<file path="config.mk">
export PLATFORM = sky130hd
export DESIGN_NAME = async_fifo_core
export DESIGN_NICKNAME = d
export VERILOG_FILES = /design/src/rtl/async_fifo_core.sv
export SDC_FILE = /design/constraint.sdc
export NUM_CORES = 1
export LEC_CHECK = 0
export CAP_MARGIN = 20
export CORE_ASPECT_RATIO = 0.7
export CORE_MARGIN = 2
export CORE_UTILIZATION = 40
export CTS_CLUSTER_SIZE = 10
export DETAILED_ROUTE_END_ITERATION = 10
export DONT_BUFFER_PORTS = 1
export PLACE_DENSITY = 0.57
export SKIP_LAST_GASP = 1
export SYNTH_ARGS = -nofsm -noshare
export SYNTH_HDL_FRONTEND = slang
export SYNTH_SLANG_ARGS = --single-unit
</file>
<file path="constraint.sdc">
create_clock -name clk -period 5.1 [get_ports clk]
set_clock_uncertainty 0.1 [all_clocks]
set_input_delay 0.51 -clock clk [delete_from_list [all_inputs] [get_ports clk]]
set_output_delay 0.51 -clock clk [all_outputs]
set_load 0.005 [all_outputs]
</file>
<file path="src/rtl/async_fifo_core.sv">
// Single-clock FIFO of WIDTH-bit words, DEPTH entries; optional sticky error flags under FIFO_ERR_FLAGS_EN.
// Latency: data_out is registered and updates on the edge that accepts a pop; no fall-through when empty.
// Backpressure: push is ignored while full, pop is ignored while empty; both are level requests per edge.
module async_fifo_core #(
    parameter int WIDTH = 32,
    parameter int DEPTH = 8,
    localparam int AW = $clog2(DEPTH)
) (
    input  logic             clk,
    input  logic             rst,
    input  logic             push,
    input  logic [WIDTH-1:0] data_in,
    input  logic             pop,
    output logic [WIDTH-1:0] data_out,
    output logic             empty,
    output logic             full
`ifdef FIFO_ERR_FLAGS_EN
    ,
    output logic             overflow,
    output logic             underflow
`endif
);

    localparam logic [AW:0] CNT_FULL = (AW+1)'(DEPTH);

    logic [WIDTH-1:0] mem_q [DEPTH];
    logic [AW-1:0]    wptr_q, wptr_d;
    logic [AW-1:0]    rptr_q, rptr_d;
    logic [AW:0]      cnt_q,  cnt_d;
    logic [WIDTH-1:0] dout_q, dout_d;
    logic             wr_en, rd_en;

    // Status flags are pure decodes of the occupancy count.
    assign empty    = (cnt_q == '0);
    assign full     = (cnt_q == CNT_FULL);
    assign data_out = dout_q;

    // Accept logic and next-state for pointers, count and read register.
    always_comb begin
        wr_en  = push & ~full;
        rd_en  = pop & ~empty;
        wptr_d = wptr_q;
        rptr_d = rptr_q;
        cnt_d  = cnt_q;
        dout_d = dout_q;
        if (wr_en) begin
            wptr_d = wptr_q + AW'(1);
        end
        if (rd_en) begin
            rptr_d = rptr_q + AW'(1);
            dout_d = mem_q[rptr_q];
        end
        case ({wr_en, rd_en})
            2'b10:   cnt_d = cnt_q + (AW+1)'(1);
            2'b01:   cnt_d = cnt_q - (AW+1)'(1);
            default: cnt_d = cnt_q;
        endcase
    end

    // Control state; reset empties the FIFO and clears the read register.
    always_ff @(posedge clk or posedge rst) begin
        if (rst) begin
            wptr_q <= '0;
            rptr_q <= '0;
            cnt_q  <= '0;
            dout_q <= '0;
        end else begin
            wptr_q <= wptr_d;
            rptr_q <= rptr_d;
            cnt_q  <= cnt_d;
            dout_q <= dout_d;
        end
    end

    // Storage array: no reset, contents are only meaningful between the pointers.
    always_ff @(posedge clk) begin
        if (wr_en) begin
            mem_q[wptr_q] <= data_in;
        end
    end

`ifdef FIFO_ERR_FLAGS_EN
    logic ovf_q, ovf_d;
    logic unf_q, unf_d;

    // Sticky error next-state: a rejected request latches its flag until reset.
    always_comb begin
        ovf_d = ovf_q | (push & full);
        unf_d = unf_q | (pop & empty);
    end

    // Sticky error flag registers.
    always_ff @(posedge clk or posedge rst) begin
        if (rst) begin
            ovf_q <= 1'b0;
            unf_q <= 1'b0;
        end else begin
            ovf_q <= ovf_d;
            unf_q <= unf_d;
        end
    end

    assign overflow  = ovf_q;
    assign underflow = unf_q;
`endif

endmodule

</file>
==> results.ini, run 1 <==
[outcome]
status=complete, no violations

[logic_synthesis]
ys_async_sr_fraction_pct=14.09
synth_edf_count=256
seq_area_frac_synth_pct=75.90
syn-num-nets=694
ys_warn_count=0
yosysTopAreaCellShare_pct=66.77
synth_area_leaders=edfxtp_1 67%, dfrtp_1 9.1%, mux2_2 6.3%, mux2i_1 5.7%, o221ai_1 1.7%
yosys.cell_count.top_type=edfxtp_1
syn_avg_cell_area_sq_um=17.66
synth.distinct_cells=35
syn_inst=652
synth_area_sq_um=11510
synth_top_area_cell=edfxtp_1
ys_ff_latch=298
synth_commonest_cells=256 x edfxtp_1, 65 x mux2i_1, 64 x mux2_2
yosys_most_used_dff=edfxtp_1

[power]
power.leakage_uw=0.004641
ir_drop_mv=0.3343
p_total_uw=7626
pwr_density_cell_nw_per_um2=567.1

[clock_tree]
clk_pin_slew_ps=50
postCtsHoldBufs=32
ctsResizeCount=0
htree_levels=2
cts_max_path_buffers=3
post_cts_buffers=0
worstSkewPairLatency_ps=500
cts_tree=done
cts_sinks=298
cts_buffers=35
cts_root_buf=clkbuf_16

[timing]
hold_viol_final=0
slew_headroom_pct=32.55
tns_ps=0
finalCritPeriodShare_pct=53.43
rsz0062_at_grt=false
whs_ps=146.3
setup_violations=0
fmaxAchievable_mhz=367.0
period_minus_slack_ps=2725
tightest_slew_ps=1009
drv_slew=0

[setup_path]
cp_slowest_cell=dfrtp_1
path_class=flip-flop to flip-flop
crit_path_start_kind=flip-flop
cp_max_fo=6
end_kind=flip-flop
cp_cell_sequence=nor3_1, a21boi_1, inv_1, ha_1, ha_1, a21o_1, a2111oi_0, nand4b_1, nand3_1
crit_top_cell=ha_1
arrival_ps=3000
max_stage_delay_ps=480
cp.required_ps=5380

[drt]
wl_per_cell_um=21.15
drc_errors=0
viasPerCell=5.261
num_vias=5792
firstDrtPassIters=4
drt-initial-drc-count=525
antenna_left=0
routed_wl_um=23280

[grt]
grt_overflow=0
grt_use_total_pct=15.61
grt_pass1_wl_um=35750
antenna_found_initial=3
grt_pass1_vias=5952
grt_max_degree=71

[place]
place.gp.congestion=0.7049
hpwl_um=13070
io_buffers=0

[floorplan]
io_pins=70
die_area_sq_um=30180
fp.dieH_um=145.9
core-area_sq_um=28080
die_width_um=206.8
rows=51
start_util_pct=41.01

[layout]
fin_util_pct=47.90
drive_above_1_share_pct=18.27
area_delta_synth_final_pct=16.81
final_nets=745

[min_path]
hold_path.class=primary input to flip-flop

[job]
drv_cap=0

## report_power, final
part	switching, uW	internal, uW
combinational	1140	831
clock	893	1340
sequential	276	3140
## final timing paths
kind,from,to,slack [ps],cells past startpoint
worst min-delay path,pop,rptr_q[1],150,4
worst max-delay path,cnt_q[0],cnt_q[3],2380,9
worst max register to register,cnt_q[0],cnt_q[3],2380,9
worst min register to register,data_out[20],data_out[20],410,2
max in group asynchronous,rst,data_out[10],4010,3
min in group asynchronous,rst,data_out[25],360,2
## worst max-delay path, delay by kind of cell (launching register included)
family	cells	cell delay, ps
AO/OA/AOI/OAI	3	920
adder cells (fa/ha/maj)	2	580
flip-flops	1	480
AND/OR/NAND/NOR	3	370
buffers and inverters	1	130
## layout make-up
cell class | count | area [sq um]
Tap cell | 371 | 464.2
Timing Repair Buffer | 49 | 580.6
Fill cell | 2373 | 14630
Sequential cell | 298 | 8742
Inverter | 6 | 22.52
Antenna cell | 2 | 5.005
Clock buffer | 62 | 1020
Multi-Input combinational cell | 313 | 2615
## per-stage QoR
step / setup WS, ps / std cells / instance area, sq um
2_1_floorplan: 1343 / 652 / 11510
3_3_place_gp: 2385 / 996 / 11900
3_5_place_dp: 2343 / 996 / 11900
4_1_cts: 2312 / 1090 / 13240
5_1_grt: 2118 / 1101 / 13450
6_report: 2375 / 1101 / 13450
## logic make-up (layout without fill, tap and decap cells)
| group | count (synthesis) | in the layout | synth area share, % |
|---|---|---|---|
| and+or+nand+nor | 71 | 71 | 2.608 |
| AOI/OAI and AO/OA | 102 | 102 | 6.444 |
| buffers and inverters | 41 | 117 | 2.043 |
| xor gates and xnor gates | 5 | 5 | 0.3803 |
| other | 0 | 2 | 0 |
| muxes | 129 | 129 | 11.91 |
| adders and majority gates | 6 | 6 | 0.7172 |
| DFF | 298 | 298 | 75.90 |
## metal layers
layer	global-route usage [%]	wire, um	up-vias
met3	4.030	1380	41
met2	23.14	10220	136
met4	4.043	367	2
met5	0	15	-
li1	-	-	2676
met1	22.91	11300	2937
## state kept, by name, indices dropped and copies added, names as in the netlist
register  cells
wptr_q        3
rptr_q        3
cnt_q         4
mem_q       256
data_out     32
## cell usage in the layout, fill, tap and decap left out, types with 2 or more instances in the layout
| cell type | netlist | routed |
|---|---|---|
| nor2_4 | 0 | 7 |
| nor3_2 | 0 | 2 |
| dfrtp_1 | 42 | 41 |
| ha_1 | 5 | 5 |
| inv_1 | 5 | 4 |
| clkbuf_16 | 0 | 37 |
| diode_2 | 0 | 2 |
| mux2_2 | 64 | 64 |
| nor3_1 | 4 | 2 |
| nand3_1 | 2 | 2 |
| buf_12 | 0 | 4 |
| nand2_1 | 48 | 47 |
| o22ai_1 | 9 | 9 |
| clkbuf_1 | 13 | 25 |
| dlygate4sd3_1 | 0 | 33 |
| mux2i_1 | 65 | 65 |
| buf_4 | 9 | 8 |
| xnor2_1 | 4 | 4 |
| nand2b_1 | 4 | 3 |
| edfxtp_1 | 256 | 256 |
| buf_16 | 0 | 4 |
| a221o_1 | 9 | 9 |
| inv_2 | 1 | 2 |
| o21ai_1 | 32 | 32 |
| a22oi_1 | 23 | 23 |
| o221ai_1 | 23 | 23 |
Note: power is estimated with default switching activity, not from simulation.
==> inputs of run 2 (changes only) <==
==> constraint.sdc (replaced) <==
create_clock -name clk -period 2.85 [get_ports clk]
set_clock_uncertainty 0.1 [all_clocks]
set_input_delay 0.285 -clock clk [delete_from_list [all_inputs] [get_ports clk]]
set_output_delay 0.285 -clock clk [all_outputs]
set_load 0.005 [all_outputs]
==> run 2 against run 1 <==
  * Critical path depth unchanged
  * Sequential cell count unchanged
  * Cell count about the same
  * Hold slack worse by 1.1 ps
  * Fmax up 5.1%
  * Register-to-register slack worse by 2100 ps
  * Clock-buffer cell count down 5
  * Routed wire length up 0.64%
  * Die area unchanged
  * Critical path type unchanged
  * Critical endpoint unchanged
==> results.ini, run 2 (same netlist as run 1, synthesis figures left out) <==
[setup_path]
arrival_ps=2870  ; was 3000 ps
reg2regPathDepth=9  ; unchanged
cp_cell_sequence=nor3_2, a21boi_2, inv_1, ha_1, ha_1, a21o_1, a2111oi_0, nand4b_1, nand3_1  ; was nor3_1, a21boi_1, inv_1, ha_1, ha_1, a21o_1, a2111oi_0, nand4b_1, nand3_1
r2r_slack_ps=260  ; was 2380 ps
cp_slowest_cell=dfrtp_1  ; unchanged
crit_top_cell=ha_1  ; unchanged
max_stage_delay_ps=510  ; was 480 ps
path_class=flip-flop to flip-flop  ; unchanged
crit_path_start_kind=flip-flop  ; unchanged
regToRegEndpoint=cnt_q[3]  ; unchanged
cp.required_ps=3130  ; was 5380 ps
cp_max_fo=6  ; unchanged
end_kind=flip-flop  ; unchanged
rr_startpoint=cnt_q[0]  ; unchanged
crit_start=cnt_q[0]  ; unchanged

[timing]
tightest_slew_ps=867.2  ; was 1009 ps
period_minus_slack_ps=2593  ; was 2725 ps
hold_viol_final=0  ; unchanged
fmaxAchievable_mhz=385.6  ; was 367.0 MHz
rsz0062_at_grt=false  ; unchanged
drv_slew=0  ; unchanged
slew_headroom_pct=41.98  ; was 32.55%
finalCritPeriodShare_pct=90.99  ; was 53.43%
setup_violations=0  ; unchanged

[place]
io_buffers=0  ; unchanged
hpwl_um=12570  ; was 13070 um
place_inst=1004  ; was 996
placed_cell_area_sq_um=12110  ; was 11900 sq um
place.gp.congestion=0.6978  ; was 0.7049

[clock_tree]
cts_tree=done  ; unchanged
cts_root_buf=clkbuf_16  ; unchanged
worstSkewPairLatency_ps=500  ; about the same
clk_pin_slew_ps=60  ; was 50 ps
htree_levels=2  ; unchanged
cts_buffers=35  ; unchanged
cts_max_path_buffers=3  ; unchanged
post_cts_buffers=0  ; unchanged
cts_sinks=298  ; unchanged

[job]
drv_cap=0  ; unchanged

[grt]
use_met1_pct=22.00  ; was 22.91%
grt_overflow=0  ; unchanged
grt.busiest_layer=met2  ; unchanged
grt.met2_usage_pct=24.85  ; was 23.14%
antenna_found_initial=3  ; unchanged
grt_use_total_pct=15.83  ; was 15.61%
grt_pass1_vias=6022  ; was 5952
grt_max_degree=67  ; was 71
grt_use_met3_pct=4.075  ; was 4.030%
grt_pass1_wl_um=35690  ; was 35750 um

[min_path]
hold_path.class=primary input to async pin  ; was primary input to flip-flop

[floorplan]
start_util_pct=41.01  ; unchanged
io_pins=70  ; unchanged
fp.dieH_um=145.9  ; unchanged
die_width_um=206.8  ; unchanged
die_area_sq_um=30180  ; unchanged
rows=51  ; unchanged
core-area_sq_um=28080  ; unchanged

[drt]
drc_errors=0  ; unchanged
firstDrtPassIters=5  ; was 4
routed_wl_um=23430  ; was 23280 um
num_vias=5802  ; was 5792
antenna_left=0  ; unchanged
drt-initial-drc-count=375  ; was 525
viasPerCell=5.275  ; was 5.261
wl_per_cell_um=21.30  ; was 21.15 um

[layout]
drive_above_1_share_pct=18.57  ; was 18.27%
final_nets=748  ; was 745
fin_area_sq_um=13470  ; was 13450 sq um
largest_register=mem_q  ; unchanged
largest_reg_flops=256  ; unchanged
area_delta_synth_final_pct=16.95  ; was 16.81%
final_common_cell=edfxtp_1  ; unchanged
layout_common_cells=256 x edfxtp_1, 65 x mux2i_1, 64 x mux2_2, 47 x nand2_1, 41 x dfrtp_1  ; unchanged
instances_no_fill=1100  ; was 1101

[power]
ir_drop_mv=0.4770  ; was 0.3343 mV
power.leakage_uw=0.004636  ; was 0.004641 uW
pwr_density_cell_nw_per_um2=1011  ; was 567.1 nW/um^2

[outcome]
status=complete, no violations  ; unchanged

[run 2: metal layers]
layer / vias to the layer above / share of wire (%)
li1: 2675 / -
met1: 2957 / 47
met2: 133 / 46
met3: 35 / 5.5
met4: 2 / 1.7
met5: - / 0.055
[run 2: through the flow]
step | setup TNS [ps] | total power, uW | setup slack [ps] | hold slack (ps) | util, %
floorplan | -8036 | 8665 | -51.88 | 283.9 | -
global placement | 0 | 9670 | 306.3 | 284.3 | 43.15
detailed placement | 0 | 9819 | 169.8 | 284.2 | 43.15
CTS | 0 | 13830 | 141.7 | 421.7 | 47.84
global route | 0 | 14380 | 65.01 | 162.7 | 47.95
finish | 0 | 13610 | 256.7 | 145.3 | 47.96
[run 2: worst max-delay path, delay by kind of cell (launching register included)]
kind,cells,cell delay [ps]
flops,1,510
compound gates,3,810
fa+ha+maj,2,570
buf+inv,1,110
simple gates,3,370
[run 2: what timing repair did]
action | in CTS | in global routing
setup endpoints to repair | 0 | 1
gates resized for setup | 0 | 2
hold endpoints to repair | 301 | 0
hold buffers | 35 | 0
[run 2: layout make-up]
cell class / count / area [sq um]
Inverter: 6 / 22.52
Clock inverter: 1 / 8.758
Sequential cell: 298 / 8742
Timing Repair Buffer: 52 / 628.1
Tap cell: 371 / 464.2
Fill cell: 2316 / 14610
Multi-Input combinational cell: 313 / 2636
Antenna cell: 2 / 5.005
Clock buffer: 57 / 958.4
[run 2: how the worst max path moves through the flow]
| stage | cells after the start | to |
|---|---|---|
| detailed placement | 9 | cnt_q[3] |
| floorplan | 4 | mem_q[6][0] |
| CTS | 9 | cnt_q[3] |
| finish | 9 | cnt_q[3] |
| global route | 9 | cnt_q[3] |
| global placement | 9 | cnt_q[3] |
[run 2: where the power goes]
group	leakage, uW	switching [uW]	internal, uW
clock	0.000462	1590	2280
combinational	0.00135	2050	1550
sequential	0.00283	530	5620
total	0.00464	4160	9440
